[src/rtl/rst_release_sequencer_if.sv]
// Software reset req/ack handshake bundle.
// Four-phase level protocol between requester and sequencer.
interface rst_release_sequencer_if;
    logic sw_rst_req_i;
    logic sw_rst_ack_o;

    modport master (
        output sw_rst_req_i,
        input  sw_rst_ack_o
    );

    modport slave (
        input  sw_rst_req_i,
        output sw_rst_ack_o
    );
endinterface

[src/rtl/rst_release_sequencer.sv]
// Staged reset release with programmable spacing.
// Software req replays the sequence; ack on completion.
module rst_release_sequencer #(
    parameter int NUM_STAGES  = 4,
    parameter int STAGE_DELAY = 16,
    parameter int MIN_ASSERT  = 8
) (
    input  logic                   clk_i,
    input  logic                   rstn_i,
    rst_release_sequencer_if.slave sw_if,
    output logic [NUM_STAGES-1:0]  stage_rstn_o,
    output logic                   seq_done_o,
    output logic                   busy_o
);

    localparam int MAXD =
        (STAGE_DELAY > MIN_ASSERT) ? STAGE_DELAY : MIN_ASSERT;
    localparam int CNT_W = $clog2(MAXD + 1);
    localparam int IDX_W = $clog2(NUM_STAGES + 1);

    typedef enum logic [1:0] {
        HOLD,
        RELEASE,
        RUN
    } state_t;

    state_t                state_q, state_d;
    logic [CNT_W-1:0]      cnt_q, cnt_d;
    logic [IDX_W-1:0]      idx_q, idx_d;
    logic [NUM_STAGES-1:0] stage_q, stage_d;
    logic                  done_q, done_d;
    logic                  busy_q, busy_d;
    logic                  ack_q, ack_d;
    logic                  pend_q, pend_d;
    logic                  req;

    assign req = sw_if.sw_rst_req_i;

    // State and every output flop, all cleared by the async reset.
    always_ff @(posedge clk_i or negedge rstn_i) begin
        if (!rstn_i) begin
            state_q <= HOLD;
            cnt_q   <= '0;
            idx_q   <= '0;
            stage_q <= '0;
            done_q  <= 1'b0;
            busy_q  <= 1'b1;
            ack_q   <= 1'b0;
            pend_q  <= 1'b0;
        end else begin
            state_q <= state_d;
            cnt_q   <= cnt_d;
            idx_q   <= idx_d;
            stage_q <= stage_d;
            done_q  <= done_d;
            busy_q  <= busy_d;
            ack_q   <= ack_d;
            pend_q  <= pend_d;
        end
    end

    // Next-state: hold, staged release, then idle awaiting requests.
    always_comb begin
        state_d = state_q;
        cnt_d   = cnt_q;
        idx_d   = idx_q;
        stage_d = stage_q;
        done_d  = done_q;
        busy_d  = busy_q;
        ack_d   = ack_q;
        pend_d  = pend_q;

        if (ack_q && !req) begin
            ack_d = 1'b0;
        end

        unique case (state_q)
            HOLD: begin
                if (cnt_q == CNT_W'(MIN_ASSERT - 1)) begin
                    stage_d = NUM_STAGES'(1);
                    idx_d   = IDX_W'(1);
                    cnt_d   = '0;
                    state_d = RELEASE;
                end else begin
                    cnt_d = cnt_q + CNT_W'(1);
                end
            end
            RELEASE: begin
                if (idx_q == IDX_W'(NUM_STAGES)) begin
                    state_d = RUN;
                    done_d  = 1'b1;
                    busy_d  = 1'b0;
                    cnt_d   = '0;
                    if (pend_q) begin
                        ack_d  = 1'b1;
                        pend_d = 1'b0;
                    end
                end else if (cnt_q == CNT_W'(STAGE_DELAY - 1)) begin
                    stage_d = stage_q | (NUM_STAGES'(1) << idx_q);
                    idx_d   = idx_q + IDX_W'(1);
                    cnt_d   = '0;
                end else begin
                    cnt_d = cnt_q + CNT_W'(1);
                end
            end
            RUN: begin
                // Only a fresh request: req high with ack already low.
                if (req && !ack_q) begin
                    stage_d = '0;
                    done_d  = 1'b0;
                    busy_d  = 1'b1;
                    pend_d  = 1'b1;
                    cnt_d   = '0;
                    idx_d   = '0;
                    state_d = HOLD;
                end
            end
            default: begin
                state_d = HOLD;
                cnt_d   = '0;
                idx_d   = '0;
            end
        endcase
    end

    assign stage_rstn_o       = stage_q;
    assign seq_done_o         = done_q;
    assign busy_o             = busy_q;
    assign sw_if.sw_rst_ack_o = ack_q;

endmodule

[src/flat_wrapper.sv]
// flat-port wrapper written by rule: the top's interface ports become plain ports
module rst_release_sequencer_flat 
#(
    parameter int NUM_STAGES  = 4,
    parameter int STAGE_DELAY = 16,
    parameter int MIN_ASSERT  = 8
)
  (clk_i, rstn_i, stage_rstn_o, seq_done_o, busy_o, sw_if_sw_rst_req_i, sw_if_sw_rst_ack_o);
  rst_release_sequencer_if sw_if_i ();
  input  logic clk_i;
  input  logic rstn_i;
  output logic [NUM_STAGES-1:0] stage_rstn_o;
  output logic seq_done_o;
  output logic busy_o;
  input wire logic [$bits(sw_if_i.sw_rst_req_i)-1:0] sw_if_sw_rst_req_i;
  output wire logic [$bits(sw_if_i.sw_rst_ack_o)-1:0] sw_if_sw_rst_ack_o;
  assign sw_if_i.sw_rst_req_i = sw_if_sw_rst_req_i;
  assign sw_if_sw_rst_ack_o = sw_if_i.sw_rst_ack_o;
  rst_release_sequencer #(.NUM_STAGES(NUM_STAGES), .STAGE_DELAY(STAGE_DELAY), .MIN_ASSERT(MIN_ASSERT)) u_core (.clk_i(clk_i), .rstn_i(rstn_i), .sw_if(sw_if_i), .stage_rstn_o(stage_rstn_o), .seq_done_o(seq_done_o), .busy_o(busy_o));
endmodule
[config.mk]
export PLATFORM = sky130hd
export DESIGN_NAME = rst_release_sequencer_flat
export DESIGN_NICKNAME = d
export VERILOG_FILES = /design/src/rtl/rst_release_sequencer_if.sv /design/src/rtl/rst_release_sequencer.sv /design/src/flat_wrapper.sv
export SDC_FILE = /design/constraint.sdc
export NUM_CORES = 1
export LEC_CHECK = 0
export CAP_MARGIN = 20
export CELL_PAD_IN_SITES_DETAIL_PLACEMENT = 0
export CELL_PAD_IN_SITES_GLOBAL_PLACEMENT = 1
export CORE_UTILIZATION = 45
export CTS_CLUSTER_SIZE = 14
export DETAILED_ROUTE_END_ITERATION = 16
export GPL_ROUTABILITY_DRIVEN = 0
export GPL_TIMING_DRIVEN = 1
export PLACE_DENSITY = 0.9
export RECOVER_POWER = 25
export SLEW_MARGIN = 5
export SYNTH_ARGS = -nofsm -noshare
export SYNTH_HDL_FRONTEND = slang
export SYNTH_SLANG_ARGS = --single-unit
[constraint.sdc]
create_clock -name clk_i -period 3.3 [get_ports clk_i]
set_input_delay 0.66 -clock clk_i [delete_from_list [all_inputs] [get_ports clk_i]]
set_output_delay 0.66 -clock clk_i [all_outputs]
set_load 0.01 [all_outputs]
==> results.md, run 1 <==
* Clock Skew at 9.22 ps
* Top cells by count, synth: dfrtp_1, ha_1, inv_1, nand2_1, a21oi_1
* Post-synth EDFFs at 0
* Vias per cell at 5.31
* Vias in the first global route at 793
* Area grow syn2layout at 13.1%
* Worst-case reg-to-reg path depth at 6
* CP peak stage delay at 540 ps
* Critical-path cell list: clkdlybuf4s50_1
* TNS Setup at 0 ps
* Worst Hold End: u_core.cnt_q[1]$_DFFE_PN0P_
* Fin crit share at 60.8%
* Hold WC Path Type: register to register
* Worst EP arrival at 1350 ps
* Critical path depth in cells at 1
* CTS Sinks at 18
* Core Rows at 17
* Post-Syn Nets at 117
* Post-Syn Area at 1090 µm²
* PostCTS Resize Cnt at 0
* Reg2Reg Capture Point: u_core.state_q[1]$_DFFE_PN0P_
* Final number of hold-violating endpoints at 0
* CTS H-tree depth at 1
* Post-synthesis cell type count at 36
* Initial antenna violation count at 0
* Bufs and invs on worst path at 1
* Drt wl/cell at 13.3 µm
* Max clock buf depth at 2
* Max_slew headroom at 45.4%
* Hold Startpoint: u_core.cnt_q[1]$_DFFE_PN0P_
* I/O pins at 10
* CTS tree: built
* Synth area leader: dfrtp_1
* CP endpoint kind: output pin
* Most numerous cell in the Yosys netlist: dfrtp_1
* Total via count after detailed routing at 743
* Final ANT Viol Nets at 0
* Starting Density at 48.2%
* ANT cells at 0
* Fin crit period at 2010 ps
* Num CTS Buffers at 3
* Asr flop ratio synth at 100%
* Warnings from Yosys at 0
* RSZ-0062 raised after global routing: no
* Worst Hold Depth at 2
* Final HPWL DP at 1470 µm
* Inst Count DP at 136
* MaxCap Viol Count at 0
* I/O Buffers at 9
* Crit Path Category: register to output pin
* Detailed-route wire length at 1860 µm
* DR iter-0 viols at 3
* Die area at 2620 µm²
* Die Span Y at 51.2 µm
* Total global-route track usage at 17.5%
* Worst path slowest cell: dfstp_2
* CORE AREA at 2250 µm²
* Worst skew pair latency at 290 ps
* Drt pass-1 iters at 4
* # hold bufs at CTS at 0
* Area contributors post-synth: dfrtp_1, ha_1, a21oi_1
* Setup violators final at 0
* PwrDens at 276 nW/µm²
* Fmax at 498 MHz
* Pin count of the biggest net entering global routing at 19
* Sequential fraction of the synthesis area at 41.5%
* Worst R2R Setup Slack at 1350 ps
* Post-CTS Setup Inserts at 0
* First-pass GRT wire length at 3400 µm
* Top_reg_cell synth: dfrtp_1
* Synth Instances at 101
* Fin cells at 140
* Status: completed
* Global route total overflow at 0
* Req. time, crit path at 2640 ps
* Clock root cell: clkbuf_4
* Mean post-synth cell area at 10.8 µm²
* Nets at 129
* DRC Markers at 0
* Max Slew Vio Count at 0
* DIE WIDTH at 51.2 µm
* Critical Path Source Type: register
* Fraction of layout cells with a size suffix above 1 at 14.3%
* Peak supply drop at 0.000205 V
* Max Fanout on Critical Path at 2
* CTS clock-pin slew for the worst setup and hold paths at 90 ps
* Slew @ Worst Pin at 816 ps
* Delay-heaviest family, CP: flip-flops
* Register bit count reported by yosys at 18
* Pleak at 0.574 nW
* Worst r2r src: u_core.state_q[1]$_DFFE_PN0P_
* Hold WS at 522 ps
* Synth top area share at 39.1%
-- flip-flops by register name, indices dropped and copies added (netlist names) --
register / flops
u_core.pend_q: 1
u_core.state_q: 2
u_core.cnt_q: 5
u_core.busy_o: 1
u_core.seq_done_o: 1
u_core.sw_if.sw_rst_ack_o: 1
u_core.stage_rstn_o: 4
u_core.idx_q: 3
-- report_power, final --
part	total, mW	switching, mW	internal [mW]
combinational	0.00825	0.00586	0.00240
sequential	0.220	0	0.220
clock	0.111	0.0642	0.0469
-- layout by cell type, fill, tap and decap left out, types with 3 or more instances in the layout --
| master | n |
|---|---|
| clkdlybuf4s50_1 | 8 |
| inv_1 | 10 |
| o21ai_0 | 4 |
| clkbuf_4 | 3 |
| nand2_1 | 10 |
| dfrtp_1 | 17 |
| mux2i_1 | 3 |
| ha_1 | 13 |
| nand3_1 | 3 |
| a21oi_1 | 8 |
-- final cells by class --
type / count / area, µm²
inverter: 10 / 37.5
multi-input combinational: 71 / 589
timing repair buffer: 9 / 90.1
fill: 217 / 1020
tap: 28 / 35.0
clock buffer: 4 / 26.3
sequential: 18 / 452
-- kinds of logic after synthesis --
logic type / Yosys count / share of synthesized area, %
compound gates: 29 / 20.6
simple gates: 25 / 14.8
flops: 18 / 41.5
fa+ha+maj: 13 / 15.0
buf+inv: 12 / 4.26
mux: 4 / 3.80
-- how the worst max path moves through the flow --
stage | from | to
floorplan | u_core.state_q[0]$_DFFE_PN0P_ | u_core.state_q[1]$_DFFE_PN0P_
global placement | sw_if_sw_rst_req_i | u_core.state_q[1]$_DFFE_PN0P_
detailed placement | sw_if_sw_rst_req_i | u_core.state_q[1]$_DFFE_PN0P_
CTS | u_core.busy_o$_DFFE_PN1P_ | busy_o
global route | u_core.state_q[1]$_DFFE_PN0P_ | u_core.state_q[1]$_DFFE_PN0P_
finish | u_core.busy_o$_DFFE_PN1P_ | busy_o
-- metal layers --
| layer | part of all wire, % | GRT usage (%) | up-vias |
|---|---|---|---|
| met1 | 47 | 21.6 | 355 |
| met4 | 0.91 | 6.94 | 0 |
| met2 | 50 | 30.9 | 5 |
| met3 | 1.6 | 1.79 | 2 |
| li1 | - | - | 381 |
| met5 | 0 | 0 | - |
-- per-stage QoR --
| stage | utilization (%) | instance area, µm² | power, mW | setup slack, ps |
|---|---|---|---|---|
| after floorplan | - | 1090 | 0.226 | 1640 |
| after global placement | 53.4 | 1200 | 0.234 | 1120 |
| after global routing | 54.6 | 1230 | 0.351 | 1170 |
| after detailed placement | 53.4 | 1200 | 0.234 | 1100 |
| final | 54.6 | 1230 | 0.340 | 1290 |
| after CTS | 54.6 | 1230 | 0.346 | 1270 |
(Power assumes the default switching activity.)
==> inputs of run 2 (changes only) <==
Settings changed: CORE_UTILIZATION 45 to 44, PLACE_DENSITY 0.9 to 0.88.
Clock period 3.3 ns to 2 ns, I/O delays scaled along.
==> run 2 against run 1 <==
Core utilization rose by 1.1 points. Total power rose by 78%. Final area rose by 2.9%. Routed wire length rose by 7.5%. Sequential share of layout area fell by 1.1 points. Setup slack got worse by 1100 ps. Critical endpoint is now u_core.idx_q[2]$_DFFE_PN0P_. Largest cell class unchanged. Largest power group unchanged.
==> results.md, run 2 (same netlist as run 1, synthesis figures left out) <==
* Worst EP arrival at 1970 ps (+620 ps)
* Vias per cell at 5.40 (+1.7%)
* Area grow syn2layout at 16.5%
* Post-CTS Setup Inserts at 0 (unchanged)
* Fmax at 562 MHz
* DIE WIDTH at 51.7 µm (+1.1%)
* Initial antenna violation count at 0 (unchanged)
* Fin crit share at 89.0%
* Most flops, register: u_core.cnt_q
* CTS clock-pin slew for the worst setup and hold paths at 110 ps (+20 ps)
* Max clock buf depth at 2 (unchanged)
* Max reg flops at 5 (unchanged)
* Final ANT Viol Nets at 0 (unchanged)
* Die area at 2670 µm² (+2.2%)
* Nets at 133 (+3.1%)
* CTS H-tree depth at 1 (unchanged)
* I/O pins at 10 (unchanged)
* Drt wl/cell at 13.9 µm (+4.5%)
* CP endpoint kind: register
* Fin crit period at 1780 ps
* PwrDens at 478 nW/µm² (+73%)
* Clock Skew at 7.19 ps (-2.03 ps)
* Placed cell area at 1230 µm² (+2.5%)
* Total global-route track usage at 18.1% (+0.66 points)
* Total via count after detailed routing at 777 (+4.6%)
* Num CTS Buffers at 3 (unchanged)
* Critical-path cell list: ha_1 -> nand3_1 -> inv_1 -> ha_1 -> inv_1 -> o21ai_2 -> nand3_1 -> mux2i_1
* # hold bufs at CTS at 0 (unchanged)
* Pin count of the biggest net entering global routing at 19 (unchanged)
* Final HPWL DP at 1550 µm (+5.8%)
* Fin util at 55.6% (+1.1 points)
* TNS Setup at 0 ps (unchanged)
* PostCTS Resize Cnt at 0 (unchanged)
* Peak supply drop at 0.000313 V (+53%)
* Worst path slowest cell: dfrtp_1
* MaxCap Viol Count at 0 (unchanged)
* Commonest non-fill, non-tap cell in the layout: dfrtp_1
* Setup violators final at 0 (unchanged)
* Max Fanout on Critical Path at 5 (+3)
* ANT cells at 0 (unchanged)
* Vias in the first global route at 770 (-2.9%)
* Bufs and invs on worst path at 2 (+1)
* Worst skew pair latency at 300 ps (about the same)
* Final Instance Area at 1270 µm² (+2.9%)
* CP peak stage delay at 390 ps (-150 ps)
* Core Rows at 17 (unchanged)
* Clock root cell: clkbuf_4
* Critical Path Source Type: register
* Pwr Total at 605 µW (+78%)
* Max Slew Vio Count at 0 (unchanged)
* Global route total overflow at 0 (unchanged)
* CTS Sinks at 18 (unchanged)
* I/O Buffers at 9 (unchanged)
* DR iter-0 viols at 7 (+4)
* CORE AREA at 2280 µm² (+0.94%)
* Crit Path Category: register to register
* Delay-heaviest family, CP: adder cells
* Drt pass-1 iters at 4 (unchanged)
* RSZ-0062 raised after global routing: no
* CTS tree: built
* Most frequent cells in the layout: dfrtp_1, ha_1, inv_1, nand2_1
* Die Span Y at 51.7 µm (+1.1%)
* Final number of hold-violating endpoints at 0 (unchanged)
* Detailed-route wire length at 2000 µm (+7.5%)
* Status: completed
* Starting Density at 47.8% (-0.45 points)
* Fraction of layout cells with a size suffix above 1 at 17.2% (+3.0 points)
* Pleak at 0.596 nW (+3.9%)
* Req. time, crit path at 2190 ps (-450 ps)
* DRC Markers at 0 (unchanged)
* Hold WC Path Type: register to register
* First-pass GRT wire length at 3480 µm (+2.2%)
* Max_slew headroom at 35.5% (-9.9 points)
* Slew @ Worst Pin at 967 ps (+151 ps)
## run 2: worst register-to-register path, cell delays in order (launching register included)
cell and delay, ps:
dfrtp_1 390, ha_1 260, nand3_1 130, inv_1 80, ha_1 160, inv_1 80
o21ai_2 220, nand3_1 200, mux2i_1 160
## run 2: worst paths after layout
path,from,cells after the start,slack (ps),end
min in group asynchronous,rstn_i,2,750,u_core.state_q[1]$_DFFE_PN0P_
worst min register to register,u_core.pend_q$_DFFE_PN0P_,1,520,u_core.pend_q$_DFFE_PN0P_
worst min-delay path,u_core.pend_q$_DFFE_PN0P_,1,520,u_core.pend_q$_DFFE_PN0P_
worst max-delay path,u_core.cnt_q[0]$_DFFE_PN0P_,8,220,u_core.idx_q[2]$_DFFE_PN0P_
worst max register to register,u_core.cnt_q[0]$_DFFE_PN0P_,8,220,u_core.idx_q[2]$_DFFE_PN0P_
max in group asynchronous,rstn_i,2,660,u_core.state_q[0]$_DFFE_PN0P_
## run 2: power breakdown
group,internal (mW),switching (mW),leakage (nW)
clock,0.111,0.116,0.0210
combinational,0.00432,0.00978,0.362
sequential,0.364,0,0.213
## run 2: metrics by stage
stage	hold slack, ps	std cells	setup slack [ps]
floorplan	104	101	338
global route	554	144	55.1
global placement	482	140	193
finish	523	144	220
detailed placement	490	140	159
CTS	426	144	208
## run 2: area by class of cell
cell class	instances	area (µm²)
Timing Repair Buffer	13	116
Tap cell	28	35.0
Fill cell	203	1010
Inverter	10	37.5
Clock buffer	4	36.3
Sequential cell	18	452
Multi-Input combinational cell	71	589
## run 2: per-layer routing
layer  wire length, µm  track usage, %  share of wire, %  vias to the layer above
li1                  -               -                 -                      388
met1               989            24.0                50                      377
met2               923            28.6                46                        7
met3                45            3.51               2.3                        5
met4                38            8.11               1.9                        0
met5                 0               0                 0                        -
==> inputs of run 3 (changes only) <==
Settings changed: CORE_MARGIN set to 2.
==> run 3 against run 2 <==
Via count rose by 2.2%. Final area increased by 0.59%. Clock-buffer cell count is the same. Non-clock buffer count stayed put. Routed wire length up 11%. Sequential power is essentially flat. Final cell count up 1.4%. Sequential share of layout area shrank 0.21 points. Die area rose by 7.9%. Total power increased by 0.83%. Largest cell class unchanged. Largest power group unchanged.
==> results.md, run 3 (same netlist as run 1, synthesis figures left out) <==
* I/O Buffers at 9 (unchanged)
* Fraction of layout cells with a size suffix above 1 at 18.1% (+0.86 points)
* Drt wl/cell at 15.2 µm (+9.5%)
* CP peak stage delay at 400 ps (about the same)
* Max reg flops at 5 (unchanged)
* Commonest non-fill, non-tap cell in the layout: dfrtp_1
* Most flops, register: u_core.cnt_q
* Post-CTS Setup Inserts at 0 (unchanged)
* DR iter-0 viols at 4 (-3)
* CTS tree: built
* Critical Path Source Type: register
* CORE AREA at 2410 µm² (+5.9%)
* Hold WC Path Type: input port to async pin
* Starting Density at 45.1% (-2.7 points)
* Pleak at 0.597 nW (about the same)
* Hold WS at 467 ps (-55.9 ps)
* Critical-path cell list: ha_1 -> nand3_1 -> inv_1 -> ha_1 -> inv_1 -> o21ai_2 -> nand3_2 -> mux2i_1
* Final HPWL DP at 1690 µm (+8.6%)
* Worst-case reg-to-reg path depth at 8 (unchanged)
* Peak supply drop at 0.000273 V (-13%)
* Die area at 2880 µm² (+7.9%)
* Crit Path Category: register to register
* CTS Sinks at 18 (unchanged)
* Total global-route track usage at 17.2% (-0.92 points)
* Worst EP arrival at 2010 ps (+40 ps)
* DRC Markers at 0 (unchanged)
* Final number of hold-violating endpoints at 0 (unchanged)
* Fin crit period at 1790 ps (+7.41 ps)
* Drt pass-1 iters at 4 (unchanged)
* Setup Slack @ Placement at 170 ps (+11.4 ps)
* Vias per cell at 5.44 (+0.79%)
* CP endpoint kind: register
* Max Fanout on Critical Path at 5 (unchanged)
* TNS Setup at 0 ps (unchanged)
* Total via count after detailed routing at 794 (+2.2%)
* Final WS setup at 213 ps (-7.41 ps)
* Area grow syn2layout at 17.1%
* Worst skew pair latency at 300 ps (about the same)
* First-pass GRT wire length at 3540 µm (+1.8%)
* Fin crit share at 89.4% (+0.37 points)
* Worst R2R Setup Slack at 210 ps (about the same)
* Setup violators final at 0 (unchanged)
* Clock root cell: clkbuf_4
* Pin count of the biggest net entering global routing at 11 (-8)
* Reg2Reg Capture Point: u_core.idx_q[1]$_DFFE_PN0P_
* CTS H-tree depth at 1 (unchanged)
* Detailed-route wire length at 2220 µm (+11%)
* MaxCap Viol Count at 0 (unchanged)
* Most frequent cells in the layout: dfrtp_1, ha_1, inv_1, nand2_1
* Worst Setup SP: u_core.cnt_q[0]$_DFFE_PN0P_
* Status: completed
* Max clock buf depth at 2 (unchanged)
* Nets at 133 (unchanged)
* Clock Skew at 2.81 ps (-4.37 ps)
* Fmax at 560 MHz (-0.41%)
* Num CTS Buffers at 3 (unchanged)
* Max_slew headroom at 62.8% (+27 points)
* Worst r2r src: u_core.cnt_q[0]$_DFFE_PN0P_
* Initial antenna violation count at 0 (unchanged)
* DIE WIDTH at 53.7 µm (+3.9%)
* Final ANT Viol Nets at 0 (unchanged)
* CTS clock-pin slew for the worst setup and hold paths at 110 ps (about the same)
* Slew @ Worst Pin at 559 ps (-408 ps)
* Worst path slowest cell: dfrtp_1
* Max Slew Vio Count at 0 (unchanged)
* PwrDens at 479 nW/µm² (+0.24%)
* Vias in the first global route at 773 (+0.39%)
* Global route total overflow at 0 (unchanged)
* I/O pins at 10 (unchanged)
* Die Span Y at 53.7 µm (+3.9%)
* ANT cells at 0 (unchanged)
* Number of fill cells in the layout at 222 (+9.4%)
* Req. time, crit path at 2220 ps (+30 ps)
* Core Rows at 18 (+1)
run 3: cell counts in the layout (fill, tap and decap cells not counted):
Identical to the previous run, type by type.
run 3: power breakdown:
part | internal (mW) | switching, mW
combinational | 0.00438 | 0.0105
clock | 0.111 | 0.121
sequential | 0.364 | 0
run 3: what timing repair did:
item	CTS	global route
resized for setup	0	1
setup endpoints to repair	0	3
hold buffers	0	0
endpoints found under the hold margin	0	0
run 3: routing by layer:
metal	wire, µm	vias up	track usage [%]
li1	-	384	-
met1	1040	395	22.7
met2	1080	8	28.3
met3	53	7	2.78
met4	45	0	6.41
met5	0	-	0
run 3: worst max-delay path, delay by kind of cell, from the launching register on:
| kind | cells | cell delay (ps) |
|---|---|---|
| DFF | 1 | 400 |
| adders and majority gates | 2 | 410 |
| AOI/OAI and AO/OA | 1 | 260 |
| muxes | 1 | 190 |
| buffers and inverters | 2 | 160 |
| and+or+nand+nor | 2 | 280 |
run 3: layout make-up:
type / count / area [µm²] / share of cell area, %
multi-input cells: 71 / 594 / 46.7
clock buffers: 4 / 36.3 / 2.85
well taps: 30 / 37.5 / 2.95
inverters: 10 / 37.5 / 2.95
repair buffers: 13 / 116 / 9.14
flip-flops and latches: 18 / 452 / 35.5
run 3: metrics by stage:
stage	cells	utilization (%)	cell area (µm²)	power [mW]
floorplan	101	-	1090	0.374
global placement	142	51.3	1240	0.387
detailed placement	142	51.3	1240	0.388
CTS	146	52.8	1270	0.614
global route	146	52.9	1270	0.625
finish	146	52.9	1270	0.610
run 3: how the worst max path moves through the flow:
stage,endpoint,slack [ps],cells past startpoint
2_1_floorplan,u_core.state_q[1]$_DFFE_PN0P_,340,6
3_3_place_gp,u_core.stage_rstn_o[0]$_DFFE_PN0P_,200,5
3_5_place_dp,u_core.stage_rstn_o[0]$_DFFE_PN0P_,170,5
4_1_cts,u_core.idx_q[1]$_DFFE_PN0P_,150,8
5_1_grt,u_core.idx_q[1]$_DFFE_PN0P_,-2,8
6_report,u_core.idx_q[1]$_DFFE_PN0P_,210,8
